## src/rtl/eth_send_gen.sv

```systemverilog
// Runtime-configurable UDP/IPv4 frame generator on a 64-bit AXI4-Stream TX port (clk156 domain).
// The IPv4 header checksum is computed once per run; each frame carries a 32-bit sequence number.
module eth_send_gen #(
  parameter int unsigned MAX_FRAME_LEN = 1514,
  parameter int unsigned MIN_FRAME_LEN = 60,
  parameter logic [47:0] eth_dst       = 48'hFF_FF_FF_FF_FF_FF,
  parameter logic [47:0] eth_src       = 48'hBB_BB_BB_BB_BB_BB,
  parameter logic [31:0] ip_saddr      = 32'hC0A8_017A,
  parameter logic [31:0] ip_daddr      = 32'hC0A8_0185,
  parameter logic [15:0] udp_sport     = 16'h3776,
  parameter logic [15:0] udp_dport     = 16'h3776
) (
  input  logic        clk156,
  input  logic        reset,
  input  logic        cfg_start,
  input  logic        cfg_stop,
  input  logic [10:0] cfg_frame_len,
  input  logic [27:0] cfg_ifg,
  input  logic [31:0] cfg_count,
  output logic        busy,
  output logic [31:0] sent_cnt,
  input  logic        s_axis_tx_tready,
  output logic        s_axis_tx_tvalid,
  output logic [63:0] s_axis_tx_tdata,
  output logic [7:0]  s_axis_tx_tkeep,
  output logic        s_axis_tx_tlast,
  output logic        s_axis_tx_tuser
);

  localparam logic [10:0] MinLen = 11'(MIN_FRAME_LEN);
  localparam logic [10:0] MaxLen = 11'(MAX_FRAME_LEN);
  // Constant part of the header sum; only tot_len varies per run.
  localparam logic [19:0] CsumBase = 20'(16'h4500) + 20'(16'h4011)
                                   + 20'(ip_saddr[31:16]) + 20'(ip_saddr[15:0])
                                   + 20'(ip_daddr[31:16]) + 20'(ip_daddr[15:0]);

  typedef enum logic [1:0] {StIdle, StPrep, StSend, StIfg} state_e;

  state_e      state_q;
  logic [10:0] len_q;
  logic [27:0] ifg_q, ifg_cnt_q;
  logic [31:0] count_q, seq_q;
  logic [15:0] check_q;
  logic [19:0] sum_q;
  logic [16:0] fold_q;
  logic [1:0]  prep_q;
  logic [7:0]  beat_q;
  logic        stop_q;

  logic [10:0]  clamp_len, len_m1, tot_len, udp_len, byte_n;
  logic [7:0]   last_beat, last_keep, load_idx, load_keep;
  logic         acc, at_last, load_last;
  logic [367:0] hdr;
  logic [7:0]   hdr_b [46];
  logic [63:0]  load_data;

  assign s_axis_tx_tuser = 1'b0;

  always_comb begin
    clamp_len = cfg_frame_len;
    if (cfg_frame_len < MinLen) clamp_len = MinLen;
    else if (cfg_frame_len > MaxLen) clamp_len = MaxLen;

    len_m1    = len_q - 11'd1;
    tot_len   = len_q - 11'd14;
    udp_len   = len_q - 11'd34;
    last_beat = len_m1[10:3];
    last_keep = 8'hFF >> (3'd7 - len_m1[2:0]);
    acc       = s_axis_tx_tvalid && s_axis_tx_tready;
    at_last   = beat_q == last_beat;
    // Index of the beat to present next: successor mid-frame, otherwise beat 0.
    load_idx  = (state_q == StSend && !at_last) ? beat_q + 8'd1 : 8'd0;

    hdr = {eth_dst, eth_src, 16'h0800, 8'h45, 8'h00, 5'd0, tot_len, 32'd0, 8'd64, 8'd17,
           check_q, ip_saddr, ip_daddr, udp_sport, udp_dport, 5'd0, udp_len, 16'd0, seq_q};
    for (int k = 0; k < 46; k++) hdr_b[k] = hdr[367 - 8*k -: 8];

    byte_n    = '0;
    load_data = '0;
    for (int i = 0; i < 8; i++) begin
      byte_n = {load_idx, 3'(i)};
      if (byte_n < 11'd46) load_data[8*i +: 8] = hdr_b[byte_n[5:0]];
    end
    load_last = load_idx == last_beat;
    load_keep = load_last ? last_keep : 8'hFF;
  end

  always_ff @(posedge clk156) begin
    if (reset) begin
      state_q          <= StIdle;
      len_q            <= MinLen;
      ifg_q            <= '0;
      ifg_cnt_q        <= '0;
      count_q          <= '0;
      seq_q            <= '0;
      check_q          <= '0;
      sum_q            <= '0;
      fold_q           <= '0;
      prep_q           <= '0;
      beat_q           <= '0;
      stop_q           <= 1'b0;
      busy             <= 1'b0;
      sent_cnt         <= '0;
      s_axis_tx_tvalid <= 1'b0;
      s_axis_tx_tdata  <= '0;
      s_axis_tx_tkeep  <= '0;
      s_axis_tx_tlast  <= 1'b0;
    end else begin
      unique case (state_q)
        StIdle: begin
          if (cfg_start) begin
            len_q    <= clamp_len;
            ifg_q    <= cfg_ifg;
            count_q  <= cfg_count;
            sent_cnt <= '0;
            stop_q   <= 1'b0;
            prep_q   <= '0;
            busy     <= 1'b1;
            state_q  <= StPrep;
          end
        end
        StPrep: begin
          if (cfg_stop) begin
            busy    <= 1'b0;
            state_q <= StIdle;
          end else begin
            prep_q <= prep_q + 2'd1;
            case (prep_q)
              2'd0: sum_q <= CsumBase + 20'(tot_len);
              2'd1: fold_q <= {1'b0, sum_q[15:0]} + {13'd0, sum_q[19:16]};
              default: begin
                check_q          <= ~(fold_q[15:0] + {15'd0, fold_q[16]});
                beat_q           <= load_idx;
                s_axis_tx_tvalid <= 1'b1;
                s_axis_tx_tdata  <= load_data;
                s_axis_tx_tkeep  <= load_keep;
                s_axis_tx_tlast  <= load_last;
                state_q          <= StSend;
              end
            endcase
          end
        end
        StSend: begin
          if (cfg_stop) stop_q <= 1'b1;
          if (acc) begin
            if (at_last) begin
              sent_cnt <= sent_cnt + 32'd1;
              seq_q    <= seq_q + 32'd1;
              if (stop_q || cfg_stop || (count_q != '0 && sent_cnt + 32'd1 == count_q)) begin
                s_axis_tx_tvalid <= 1'b0;
                s_axis_tx_tlast  <= 1'b0;
                stop_q           <= 1'b0;
                busy             <= 1'b0;
                state_q          <= StIdle;
              end else if (ifg_q != '0) begin
                s_axis_tx_tvalid <= 1'b0;
                s_axis_tx_tlast  <= 1'b0;
                ifg_cnt_q        <= ifg_q - 28'd1;
                state_q          <= StIfg;
              end else begin
                beat_q          <= load_idx;
                s_axis_tx_tdata <= load_data;
                s_axis_tx_tkeep <= load_keep;
                s_axis_tx_tlast <= load_last;
              end
            end else begin
              beat_q          <= load_idx;
              s_axis_tx_tdata <= load_data;
              s_axis_tx_tkeep <= load_keep;
              s_axis_tx_tlast <= load_last;
            end
          end
        end
        StIfg: begin
          if (cfg_stop) begin
            busy    <= 1'b0;
            state_q <= StIdle;
          end else if (ifg_cnt_q == '0) begin
            beat_q           <= load_idx;
            s_axis_tx_tvalid <= 1'b1;
            s_axis_tx_tdata  <= load_data;
            s_axis_tx_tkeep  <= load_keep;
            s_axis_tx_tlast  <= load_last;
            state_q          <= StSend;
          end else begin
            ifg_cnt_q <= ifg_cnt_q - 28'd1;
          end
        end
      endcase
    end
  end

endmodule

```

## config.mk

```make
export PLATFORM = sky130hd
export DESIGN_NAME = eth_send_gen
export DESIGN_NICKNAME = d
export VERILOG_FILES = /design/src/rtl/eth_send_gen.sv
export SDC_FILE = /design/constraint.sdc
export NUM_CORES = 1
export LEC_CHECK = 0
export CAP_MARGIN = 20
export CORE_ASPECT_RATIO = 0.9
export CORE_MARGIN = 3
export CORE_UTILIZATION = 55
export CTS_BUF_LIST = sky130_fd_sc_hd__clkbuf_4 sky130_fd_sc_hd__clkbuf_8 sky130_fd_sc_hd__clkbuf_16
export DETAILED_ROUTE_END_ITERATION = 8
export PLACE_DENSITY = 0.77
export SETUP_SLACK_MARGIN = 0.02
export SYNTH_ARGS = -nofsm -noshare
export SYNTH_HDL_FRONTEND = slang
export SYNTH_SLANG_ARGS = --single-unit
```

## constraint.sdc

```tcl
create_clock -name clk156 -period 4.5 [get_ports clk156]
set_input_delay 0.675 -clock clk156 [delete_from_list [all_inputs] [get_ports clk156]]
set_output_delay 0.675 -clock clk156 [all_outputs]
set_load 0.02 [all_outputs]
```

# ---- Yosys cells after proc, flatten, opt, wreduce, memory -nomap -nowiden
# Cells that the tools add are included.
dict set report totals {
  ff_bits 304
  inputBits 76
  elab_cells 233
}
dict set report classes {
  n_addsub 13
  order_cmp 18
  eq_ne 24
  shift 1
  n_mux 117
  bitwise_logic 11
  n_reduce_logical 31
}
# cell count
set ops {}
lappend ops {{$mux 64} 8}
lappend ops {{$bmux 8 s6} 8}
lappend ops {{$mux 8} 42}
lappend ops {{$pmux 64 s3} 1}
lappend ops {{$mux 28} 6}
lappend ops {{$lt 11x6->1 const B} 9}
lappend ops {{$mux 32} 3}
lappend ops {{$add 32x1->32 const B} 2}
lappend ops {{$pmux 32 s2} 1}
lappend ops {{$ge 7x7->1 const B} 8}
lappend ops {{$not 6->7} 8}
lappend ops {{$pmux 28 s2} 1}
lappend ops {{$sub 28x1->28 const B} 2}
lappend ops {{$pmux 8 s3} 2}
lappend ops {{$eq 32x32->1} 1}
lappend ops {{$reduce_bool 32->1} 1}
lappend ops {{$logic_not 28->1} 1}
lappend ops {{$reduce_bool 28->1} 1}
lappend ops {{$mux 1} 26}
lappend ops {{$mux 11} 2}
lappend ops {{$mux 2} 11}
lappend ops {{$add 18x11->19 const A} 1}
lappend ops {{$ne 2x2->1 const B} 9}
lappend ops {{$add 16x4->17} 1}
lappend ops {{35 further kinds} 60}

# ---- Longest topological paths before layout
# Gate-level depths: netlist of the first run.
dict set report logic_depth {
  depth_word 15
  depth_mapped 17
  depth_no_buf 14
}

# ---- Least setup slack after synthesis of the first run
# Ideal clock, no wire load.
dict set report synth_timing {
  kind {register -> register}
  start {reg state_q[0]}
  end {reg ifg_cnt_q[20]}
  setup_ps 132
  t_arrival_ps 3875
  setup_slack_ps 494
  path_stages_with_launch 18
  n_path_buf 4
  synth_period_minus_slack_ps 4006
  cell_sequence {dfxtp_1 > clkbuf_1 > nand2_1 > buf_1 > clkbuf_1 > buf_1 > mux2i_1 > ha_1 > o21ai_0 > or3_1 > nor2_1 > and2_1 > nand2b_1 > nor2_1 > xnor2_1 > nor2_1 > a211oi_1 > nor3_1}
}
dict set report synth_between {
  elab_chain_len 3
  elab_cells_between_ends 11
  cone_classes {eq/ne (8); mux (1); reduce/logical (2)}
}
# element line_no
set synth_lines {}
lappend synth_lines {{start: declaration} 39} ;# state_e state_q;
lappend synth_lines {{start signal: assignment} 90} ;# state_q <= StIdle;
lappend synth_lines {{start signal: assignment} 119} ;# state_q <= StPrep;
lappend synth_lines {{start signal: assignment} 125} ;# state_q <= StIdle;
lappend synth_lines {{$eq 2x2->1} 109} ;# unique case (state_q)
lappend synth_lines {{$ne 2x2->1 (no source line), or another cell as far along} n/a}
lappend synth_lines {{$reduce_and 7->1 (no source line)} n/a}
lappend synth_lines {{end signal: assignment} 158} ;# ifg_cnt_q <= ifg_q - 28'd1;
lappend synth_lines {{end signal: assignment} 186} ;# ifg_cnt_q <= ifg_cnt_q - 28'd1;
lappend synth_lines {{end: declaration} 41} ;# logic [27:0] ifg_q, ifg_cnt_q;
# Parallel ways exist; a longest one is shown, timed or not.
# A chain may end at the register's enable or synchronous reset.

# ---- Worst setup path after layout of the first run
dict set report layout_timing {
  start {reg len_q[2]}
  end {reg s_axis_tx_tdata[29]}
}
dict set report layout_between {
  elab_chain_len 15
  elab_cells_between_ends 25
  cone_classes {add/sub (3); order compare (1); eq/ne (3); mux (14); bitwise (1); reduce/logical (3)}
}
# element line_no
set layout_lines {}
lappend layout_lines {{start: declaration} 40} ;# logic [10:0] len_q;
lappend layout_lines {{start signal: assignment} 91} ;# len_q <= MinLen;
lappend layout_lines {{start signal: assignment} 112} ;# len_q <= clamp_len;
lappend layout_lines {{$sub 11x1->11 *} 64} ;# len_m1 = len_q - 11'd1;
lappend layout_lines {{$eq 8x8->1 *} 70} ;# at_last = beat_q == last_beat;
lappend layout_lines {{$logic_not 1->1 *} 72} ;# load_idx = (state_q == StSend && !at_last) ? beat_q + 8'd1 : 8'd0;
lappend layout_lines {{$logic_and 1x1->1 *} 72}
lappend layout_lines {{$mux 8 *} 72}
lappend layout_lines {{via load_idx[1]} 51} ;# logic [7:0] last_beat, last_keep, load_idx, load_keep;
lappend layout_lines {{$not 6->7 (implied by the code)} 82} ;# if (byte_n < 11'd46) load_data[8*i +: 8] = hdr_b[byte_n[5:0]];
lappend layout_lines {{$bmux 8 s6} 82}
lappend layout_lines {{$mux 8 (implied by the code) (2 in a row)} 82}
lappend layout_lines {{$mux 8 *} 82}
lappend layout_lines {{$mux 64} 155} ;# end else if (ifg_q != '0) begin
lappend layout_lines {{$mux 64} 149} ;# if (stop_q || cfg_stop || (count_q != '0 && sent_cnt + 32'd1 == count_q)) begin
lappend layout_lines {{$mux 64} 146} ;# if (at_last) begin
lappend layout_lines {{$mux 64} 145} ;# if (acc) begin
lappend layout_lines {{$pmux 64 s3 *} 109}
lappend layout_lines {{end signal: assignment} 135} ;# s_axis_tx_tdata <= load_data;
lappend layout_lines {{end signal: assignment} 162} ;# s_axis_tx_tdata <= load_data;
lappend layout_lines {{end signal: assignment} 168} ;# s_axis_tx_tdata <= load_data;
lappend layout_lines {{end: declaration} 24} ;# output logic [63:0] s_axis_tx_tdata,
# Mark *: on every way through the listed nets, which the timed path passes. The rest lies on a longest branch. The select of a mux whose other input is x is not followed.

==> results of run 1 <==
==> critical path, cell delays in order (launching register included) <==
cell       delay [ps]
dfxtp_1           400
inv_1              90
ha_1              220
or4b_4            510
nor3_1            260
o2111ai_1         200
nor4_1            320
buf_4             220
a21oi_2            70
nand2_1           370
clkinv_1          450
ha_1              320
nand2_1            50
nand2_1           140
or3_1             390
a21oi_1           160
==> cell usage in the layout (no fill, tap or decap), types with 32 or more instances in the layout <==
cell type,instances
buf_4,51
nor3_1,51
inv_1,32
nand2_1,340
xor2_1,64
xnor2_1,66
o21ai_0,76
dfxtp_1,292
a21oi_1,240
nor2_1,208
nand3_1,67
clkdlybuf4s50_1,181
a211oi_1,55
==> report_power, final <==
group / switching [mW] / leakage, nW / internal [mW] / total (mW)
logic: 0.691 / 3.76 / 0.472 / 1.16
clock network: 1.05 / 0.519 / 1.57 / 2.62
registers: 0.148 / 2.37 / 2.71 / 2.86
==> stage by stage <==
step	setup WS [ps]	util	hold WS, ps
after global placement	405.9	0.6383	419.6
after detailed placement	273.3	0.6383	429.1
final	209.2	0.6765	439.5
after global routing	23.60	0.6765	453.9
after CTS	227.7	0.6754	438.6
after floorplan	493.5	-	413.1
==> layout make-up <==
cell class | instances | area (um2) | share of cell area
sequential | 292 | 5846 | 0.3077
inverter | 33 | 123.9 | 0.006520
clock inverter | 11 | 135.1 | 0.007113
timing repair buffer | 236 | 2268 | 0.1194
clock buffer | 42 | 908.4 | 0.04781
multi-input combinational | 1600 | 9266 | 0.4878
tap | 360 | 450.4 | 0.02371
==> sequential cells by signal (all words and copies together) (netlist names), 2 cells and up <==
register and flops:
check_q 15, sum_q 14, ifg_q 28, fold_q 14
state_q 2, len_q 11, s_axis_tx_tdata 62, s_axis_tx_tkeep 8
count_q 32, sent_cnt 32, seq_q 32, prep_q 2
beat_q 8, ifg_cnt_q 28
==> cell families after synthesis <==
group                      after synthesis
AOI/OAI and AO/OA                      534
xor gates and xnor gates               133
adders and majority gates               19
buffers and inverters                  182
DFF                                    292
muxes                                   21
other                                    1
and+or+nand+nor                        892
==> synthesized netlist by cell type (all sizes together), types with 27 or more instances <==
master and instances:
a21oi 241, clkbuf 112, or3 31, dfxtp 292, nor4 34, a211oi 58
xnor2 67, a31oi 27, nand3 67, nor2 212, xor2 64, buf 37
nor3 53, nand2 340, nand4 29, o21ai 78, inv 32, o211ai 30
==> how the worst min path moves through the flow <==
stage,startpoint,end,slack [ps]
2_1_floorplan,fold_q[0],check_q[0],410
3_3_place_gp,fold_q[8],check_q[8],420
3_5_place_dp,fold_q[1],check_q[1],430
4_1_cts,fold_q[9],check_q[9],440
5_1_grt,fold_q[9],check_q[9],450
6_report,fold_q[9],check_q[9],440
==> timing repair <==
item | 4_1_cts | 5_1_grt
endpoints found under the hold margin | 0 | 0
setup endpoints to repair | 0 | 36
resized for setup | 0 | 4
hold buffers | 0 | 0
==> metal layers <==
| metal | track usage | vias to the layer above | routed length [um] |
|---|---|---|---|
| met2 | 0.4814 | 632 | 22160 |
| met3 | 0.04848 | 101 | 3497 |
| li1 | - | 7612 | - |
| met4 | 0.08774 | 0 | 1360 |
| met1 | 0.4277 | 7461 | 21530 |
| met5 | 0 | - | 0 |
==> metrics.md, run 1 <==
| Metric | Value |
|---|---|
| Mapped Area | `15,780 um2` |
| Synth-to-layout area growth | `20.38%` |
| Mux share of post-synthesis cell area | `0.01364` |
| Clk_skew | `19.23 ps` |
| CTS tree | `built` |
| Clk sinks | `292` |
| Die height | `166.7 um` |
| Share of layout cells above drive strength 1 | `0.06775` |
| Largest family of logic cells by synthesized area | `simple AND/OR/NAND/NOR gates` |
| P_leak | `6.650 nW` |
| Starting Density | `0.5619` |
| Gr usage total | `0.3036` |
| Synth Area in XOR/XNOR | `0.07603` |
| Final Cell Area | `19,000 um2` |
| CTS clk-pin slew, worst paths | `60 ps` |
| Cell count of the worst hold path | `1` |
| Synth Area in Compound Gates | `0.2088` |
| Async S/R FF share, synth | `0` |
| RSZ-0062 raised after global routing | `no` |
| Synth cell types | `90` |
| Largest net degree at the start of global routing | `193` |
| Wire per inst | `18.86 um` |
| Dpl hpwl | `33,960 um` |
| Die X | `184.6 um` |
| Setup CP Type | `reg2reg` |
| Layout Cells excl Fill | `2,574` |
| Ant diodes | `0` |
| Post-Place Cells | `2,521` |
| Synth top area cells | `dfxtp_1, nand2_1, a21oi_1` |
| Initial DRC count | `1,576` |
| Top Ports | `184` |
| Yosys Warn Count | `0` |
| Vias per Instance | `6.141` |
| Clk Latency, worst-skew pair | `560 ps` |
| CP endpoint | `s_axis_tx_tdata[29]` |
| VDD IR max | `0.3485 mV` |
| CP required | `4960 ps` |
| 1st-pass router iterations | `6` |
| Filler cells | `2,420` |
| Minimum clock period | `4291 ps` |
| Cells on worst reg2reg path | `15` |
| Max Slew Vio Count | `0` |
| Crit Path Max Fanout | `10` |
| I/O Buffers | `182` |
| First-pass GRT wire length | `77,860 um` |
| Top_reg_cell synth | `dfxtp_1` |
| Syn Inst Count | `2,074` |
| Post-synthesis sequential area ratio | `0.3704` |
| Crit. End Element | `flip-flop` |
| Setup violators final | `0` |
| Die Footprint | `30,770 um2` |
| Mapped Nets | `2,168` |
| Slew HR | `0.2374` |
| Routed wire length | `48,550 um` |
| Critical path origin | `len_q[2]` |
| Dominant cell type by area after synthesis | `dfxtp_1` |
| Total power | `6.638 mW` |
| Number of enable flip-flop cells after synthesis | `0` |
| Critical Path Start Type | `flip-flop` |
| Max-cap violations | `0` |
| Post-synthesis adder-cell area fraction | `0.01491` |
| FF+latch count, synth | `292` |
| FF-to-FF setup slack | `210 ps` |
| Clk buf depth | `3` |
| Remaining antenna violation count | `0` |
| Pwr dens | `349.4 nW/um2` |
| Vias | `15,810` |
| Worst reg2reg startpoint | `len_q[2]` |
| Vias in the first global route | `14,560` |
| Fmax | `233.1 MHz` |
| Core Area | `28,080 um2` |
| Arrival time of the worst setup path | `4750 ps` |
| Fin. Hold Viols | `0` |
| Simple-Gate Fraction of Synth Area | `0.2697` |
| Initial antenna violation count | `0` |
| Root buf cell | `clkbuf_16` |
| R2r endpoint | `s_axis_tx_tdata[29]` |
| DRC | `0` |
| Grt ovf | `0` |
| Area post-placement | `17,930 um2` |
| Final Cycle Share | `0.9535` |
| Gp weighted congestion | `0.9621` |
| Number of CTS-inserted buffers | `30` |
| Status | `completed` |
| Sum Neg Setup Slack | `0 ps` |
| H-tree Lvls | `1` |
| Number of post-CTS setup repair buffers | `0` |
| Avg Synthesized Cell Area | `7.609 um2` |
| Yosys top cell area share | `0.3704` |
| Slew of the pin with the lowest slew margin | `1134 ps` |
| Final #Nets | `2,287` |
| Core Rows | `58` |
| Hold Path Class | `reg2reg` |
No activity file was read; power rests on OpenSTA's default activity.
==> inputs of run 2 (changes only) <==
--- a/config.mk
+++ b/config.mk
@@ -6,12 +6,13 @@
 export NUM_CORES = 1
 export LEC_CHECK = 0
 export CAP_MARGIN = 20
-export CORE_ASPECT_RATIO = 0.9
-export CORE_MARGIN = 3
-export CORE_UTILIZATION = 55
+export CELL_PAD_IN_SITES_DETAIL_PLACEMENT = 1
+export CELL_PAD_IN_SITES_GLOBAL_PLACEMENT = 2
+export CORE_ASPECT_RATIO = 0.5
+export CORE_UTILIZATION = 33
 export CTS_BUF_LIST = sky130_fd_sc_hd__clkbuf_4 sky130_fd_sc_hd__clkbuf_8 sky130_fd_sc_hd__clkbuf_16
 export DETAILED_ROUTE_END_ITERATION = 8
-export PLACE_DENSITY = 0.77
+export PLACE_DENSITY = 0.79
 export SETUP_SLACK_MARGIN = 0.02
 export SYNTH_ARGS = -nofsm -noshare
 export SYNTH_HDL_FRONTEND = slang
==> metrics.md, run 2 (same netlist as run 1, synthesis figures left out) <==
| Metric | Value |
|---|---|
| Top Ports | `184` |
| Layout Cells excl Fill | `2,861` |
| Filler cells | `5,688` |
| Setup violators final | `0` |
| Remaining antenna violation count | `0` |
| Grt ovf | `0` |
| Sum Neg Setup Slack | `0 ps` |
| Die Footprint | `48,750 um2` |
| Initial DRC count | `980` |
| Area post-placement | `18,340 um2` |
| Final core utilization | `0.4130` |
| Pre-CTS setup slack | `57.16 ps` |
| Dpl hpwl | `39,870 um` |
| P_leak | `6.713 nW` |
| Most common cell after layout, fill and taps aside | `nand2_1` |
| Slew of the pin with the lowest slew margin | `995.8 ps` |
| Worst setup margin | `239.9 ps` |
| Minimum clock period | `4260 ps` |
| Cell count of the worst hold path | `1` |
| Core Rows | `56` |
| Setup CP Type | `reg2reg` |
| CP required | `4960 ps` |
| Die height | `156.6 um` |
| Synth-to-layout area growth | `23.03%` |
| First-pass GRT wire length | `88,630 um` |
| Vias | `15,560` |
| Leading cell types in the layout, fill and taps excluded | `nand2_1, dfxtp_1, a21oi_1` |
| Fin. Hold Viols | `0` |
| Share of layout cells above drive strength 1 | `0.07114` |
| Max-cap violations | `0` |
| Final Cycle Share | `0.9467` |
| Final Cell Area | `19,420 um2` |
| Slew HR | `0.3362` |
| Clk Latency, worst-skew pair | `590 ps` |
| Worst path buffer plus inverter count | `0` |
| RSZ-0062 raised after global routing | `no` |
| Clk buf depth | `3` |
| Gr usage total | `0.2263` |
| Vias per Instance | `5.438` |
| Fin Hold WS | `437.0 ps` |
| CTS tree | `built` |
| Cells on worst reg2reg path | `11` |
| Max FFs per register | `62` |
| Starting Density | `0.3357` |
| Root buf cell | `clkbuf_16` |
| H-tree Lvls | `1` |
| Crit Path Max Fanout | `21` |
| Total power | `6.787 mW` |
| Number of post-CTS setup repair buffers | `0` |
| VDD IR max | `0.2637 mV` |
| Routed wire length | `56,050 um` |
| Core Area | `47,020 um2` |
| Clk_skew | `20.05 ps` |
| CP delay by family, top | `simple AND/OR/NAND/NOR gates` |
| Final #Nets | `2,293` |
| Largest reg by FF count | `s_axis_tx_tdata` |
| WP depth | `11` |
| Number of CTS-inserted buffers | `29` |
| I/O Buffers | `182` |
| Crit. End Element | `flip-flop` |
| CP Cell Sequence | `nand4_2, or4_4, or4_4, a211oi_2, nor2_1, a211oi_2, nand3_1, a221o_2, and2_4, o2111a_1, a311o_1` |
| DRC | `0` |
| Post-Place Cells | `2,806` |
| Status | `completed` |
| 1st-pass router iterations | `4` |
| Die X | `311.3 um` |
| Vias in the first global route | `15,520` |
| Initial antenna violation count | `1` |
| Clk sinks | `292` |
| Wire per inst | `19.59 um` |
| Max stage delay on crit path | `580 ps` |
| Max stage delay cell, worst path | `or4_4` |
| Pwr dens | `349.6 nW/um2` |
| Gp weighted congestion | `0.8691` |
| Arrival time of the worst setup path | `4720 ps` |
| Critical Path Start Type | `flip-flop` |
| Largest net degree at the start of global routing | `211` |
| CTS clk-pin slew, worst paths | `70 ps` |
| Fmax | `234.7 MHz` |
| Max Slew Vio Count | `0` |
| Hold Path Class | `reg2reg` |
==> run 2: report_power, final <==
| part | internal, mW | switching, mW | total (mW) |
|---|---|---|---|
| Sequential | 2.71 | 0.146 | 2.85 |
| Combinational | 0.478 | 0.726 | 1.20 |
| Clock | 1.60 | 1.13 | 2.73 |
| Total | 4.78 | 2.00 | 6.79 |
==> run 2: metal layers <==
layer,track usage,vias up,share of wire
li1,-,7612,-
met1,0.3124,7674,0.48
met2,0.3812,216,0.47
met3,0.02809,55,0.033
met4,0.04035,0,0.015
met5,0,-,0
==> run 2: repair_timing <==
action / in CTS / in global routing
gates resized for setup: 1 / 4
hold buffers: 0 / 0
pin swaps: 0 / 0
setup endpoints to repair: 7 / 57
==> run 2: area by class of cell <==
cell class | count | area [um2] | area share
sequential | 292 | 5846 | 0.3011
clock buffer | 40 | 845.8 | 0.04356
tap | 638 | 798.3 | 0.04111
antenna | 2 | 5.005 | 0.0002578
timing repair buffer | 243 | 2335 | 0.1202
multi-input combinational | 1600 | 9266 | 0.4773
clock inverter | 13 | 196.4 | 0.01012
inverter | 33 | 123.9 | 0.006380
==> run 2: worst paths after layout <==
kind                     start            end  slack (ps)
hold / removal       fold_q[3]     check_q[3]         440
setup reg to reg  sent_cnt[18]  ifg_cnt_q[25]         240
hold reg to reg      fold_q[3]     check_q[3]         440
setup / recovery  sent_cnt[18]  ifg_cnt_q[25]         240
==> inputs of run 3 (changes only) <==
--- a/config.mk
+++ b/config.mk
@@ -9,10 +9,11 @@
 export CELL_PAD_IN_SITES_DETAIL_PLACEMENT = 1
 export CELL_PAD_IN_SITES_GLOBAL_PLACEMENT = 2
 export CORE_ASPECT_RATIO = 0.5
-export CORE_UTILIZATION = 33
-export CTS_BUF_LIST = sky130_fd_sc_hd__clkbuf_4 sky130_fd_sc_hd__clkbuf_8 sky130_fd_sc_hd__clkbuf_16
+export CORE_UTILIZATION = 34
+export CTS_BUF_LIST = sky130_fd_sc_hd__clkbuf_8
+export CTS_CLUSTER_DIAMETER = 30
 export DETAILED_ROUTE_END_ITERATION = 8
-export PLACE_DENSITY = 0.79
+export PLACE_DENSITY = 0.81
 export SETUP_SLACK_MARGIN = 0.02
 export SYNTH_ARGS = -nofsm -noshare
 export SYNTH_HDL_FRONTEND = slang
==> metrics.md, run 3 (same netlist as run 1, synthesis figures left out) <==
| Metric | Value |
|---|---|
| Setup violators final | `0` |
| Pwr dens | `364.2 nW/um2` |
| Worst path buffer plus inverter count | `1` |
| Clk sinks | `292` |
| Routed wire length | `57,030 um` |
| CTS tree | `built` |
| CP required | `5070 ps` |
| RSZ-0062 raised after global routing | `no` |
| CP Cell Sequence | `ha_1, and4_1, nand4_1, nor4b_4, mux2i_1, o221ai_1, nor4_2, nand4_1, nand3_1, a31o_2, buf_12, or3_1, a21oi_1` |
| Remaining antenna violation count | `0` |
| Largest reg by FF count | `s_axis_tx_tdata` |
| Wire per inst | `19.59 um` |
| Dpl hpwl | `39,450 um` |
| Die Footprint | `47,330 um2` |
| VDD IR max | `0.2182 mV` |
| Share of layout cells above drive strength 1 | `0.09067` |
| Fin. Hold Viols | `0` |
| Initial antenna violation count | `1` |
| Arrival time of the worst setup path | `4770 ps` |
| Max stage delay on crit path | `480 ps` |
| P_leak | `6.911 nW` |
| Total power | `7.194 mW` |
| Comb power frac | `0.169` |
| Vias per Instance | `5.462` |
| Vias | `15,900` |
| Sw Pwr | `2.233 mW` |
| Worst setup margin | `295.6 ps` |
| Grt ovf | `0` |
| Top Ports | `184` |
| Clock network power share | `0.433` |
| Clk Latency, worst-skew pair | `650 ps` |
| Initial DRC count | `893` |
| Gp weighted congestion | `0.8740` |
| Clk_skew | `31.51 ps` |
| Number of CTS-inserted buffers | `59` |
| Slew HR | `0.3466` |
| Most common cell after layout, fill and taps aside | `nand2_1` |
| H-tree Lvls | `2` |
| Final core utilization | `0.4343` |
| Clk buf depth | `3` |
| I/O Buffers | `182` |
| Flop pwr share | `0.398` |
| Area post-placement | `18,320 um2` |
| Die X | `306.7 um` |
| CTS clk-pin slew, worst paths | `70 ps` |
| Leading cell types in the layout, fill and taps excluded | `nand2_1, dfxtp_1, a21oi_1` |
| Vias in the first global route | `15,930` |
| Fin Hold WS | `427.3 ps` |
| Core Area | `45,490 um2` |
| Final Cell Area | `19,750 um2` |
| Slew of the pin with the lowest slew margin | `980.1 ps` |
| Crit Path Max Fanout | `49` |
| Max-cap violations | `0` |
| Final #Nets | `2,326` |
| Layout Cells excl Fill | `2,911` |
| Crit. End Element | `flip-flop` |
| Starting Density | `0.3469` |
| Gr usage total | `0.2341` |
| Largest net degree at the start of global routing | `200` |
| Core Rows | `55` |
| Die height | `154.3 um` |
| Fmax | `237.8 MHz` |
| Root buf cell | `clkbuf_8` |
| Max Slew Vio Count | `0` |
| Hold Path Class | `reg2reg` |
| Final Cycle Share | `0.9343` |
| First-pass GRT wire length | `89,120 um` |
| CP delay by family, top | `simple AND/OR/NAND/NOR gates` |
| Max stage delay cell, worst path | `nor4b_4` |
| Minimum clock period | `4204 ps` |
| Cell mode on critical path | `nand4_1` |
| DRC | `0` |
| Status | `completed` |
| 1st-pass router iterations | `5` |
| Pre-CTS setup slack | `193.9 ps` |
| Setup CP Type | `reg2reg` |
| Critical Path Start Type | `flip-flop` |
| Sum Neg Setup Slack | `0 ps` |
| Max FFs per register | `62` |
| Synth-to-layout area growth | `25.17%` |
| Switching portion of total power | `0.3104` |
| Pint | `4.961 mW` |
| Post-Place Cells | `2,794` |
-- run 3: power groups by stage --
stage	clock (mW)	sequential (mW)	combinational [mW]
after global routing	3.33	2.88	1.34
after global placement	0	2.91	1.19
after CTS	3.20	2.86	1.21
final	3.12	2.86	1.22
after detailed placement	0	2.91	1.20
after floorplan	0	2.90	0.728
-- run 3: worst paths after layout --
path / startpoint / endpoint / slack, ps / cells past startpoint
max: sent_cnt[1] / s_axis_tx_tdata[23] / 300 / 13
min: fold_q[3] / check_q[3] / 430 / 1
max reg2reg: sent_cnt[1] / s_axis_tx_tdata[23] / 300 / 13
min reg2reg: fold_q[3] / check_q[3] / 430 / 1
-- run 3: layer usage --
metal	vias up	GRT usage	wire length, um
met5	-	0	0
met4	0	0.05476	996
met3	85	0.04070	2593
met2	307	0.3888	26440
met1	7807	0.3154	27000
li1	7700	-	-
-- run 3: final cells by class --
cell class	count	area [um2]
Tap cell	627	784.5
Clock inverter	47	449.2
Timing Repair Buffer	244	2342
Sequential cell	292	5846
Antenna cell	1	2.502
Fill cell	5497	25730
Multi-Input combinational cell	1602	9308
Clock buffer	65	894.6
Inverter	33	127.6
-- run 3: worst register-to-register path: cells and delay by family, from the launching register on --
kind / cells / cell delay [ps]
multiplexers: 1 / 130
buffers and inverters: 1 / 180
AO/OA/AOI/OAI: 3 / 840
adder cells (fa/ha/maj): 1 / 350
AND/OR/NAND/NOR: 7 / 2200
flip-flops: 1 / 450
-- run 3: timing repair --
item | 4_1_cts | 5_1_grt
hold buffers | 0 | 0
endpoints found under the setup margin | 0 | 60
setup buffers | 0 | 2
resized for setup | 0 | 7
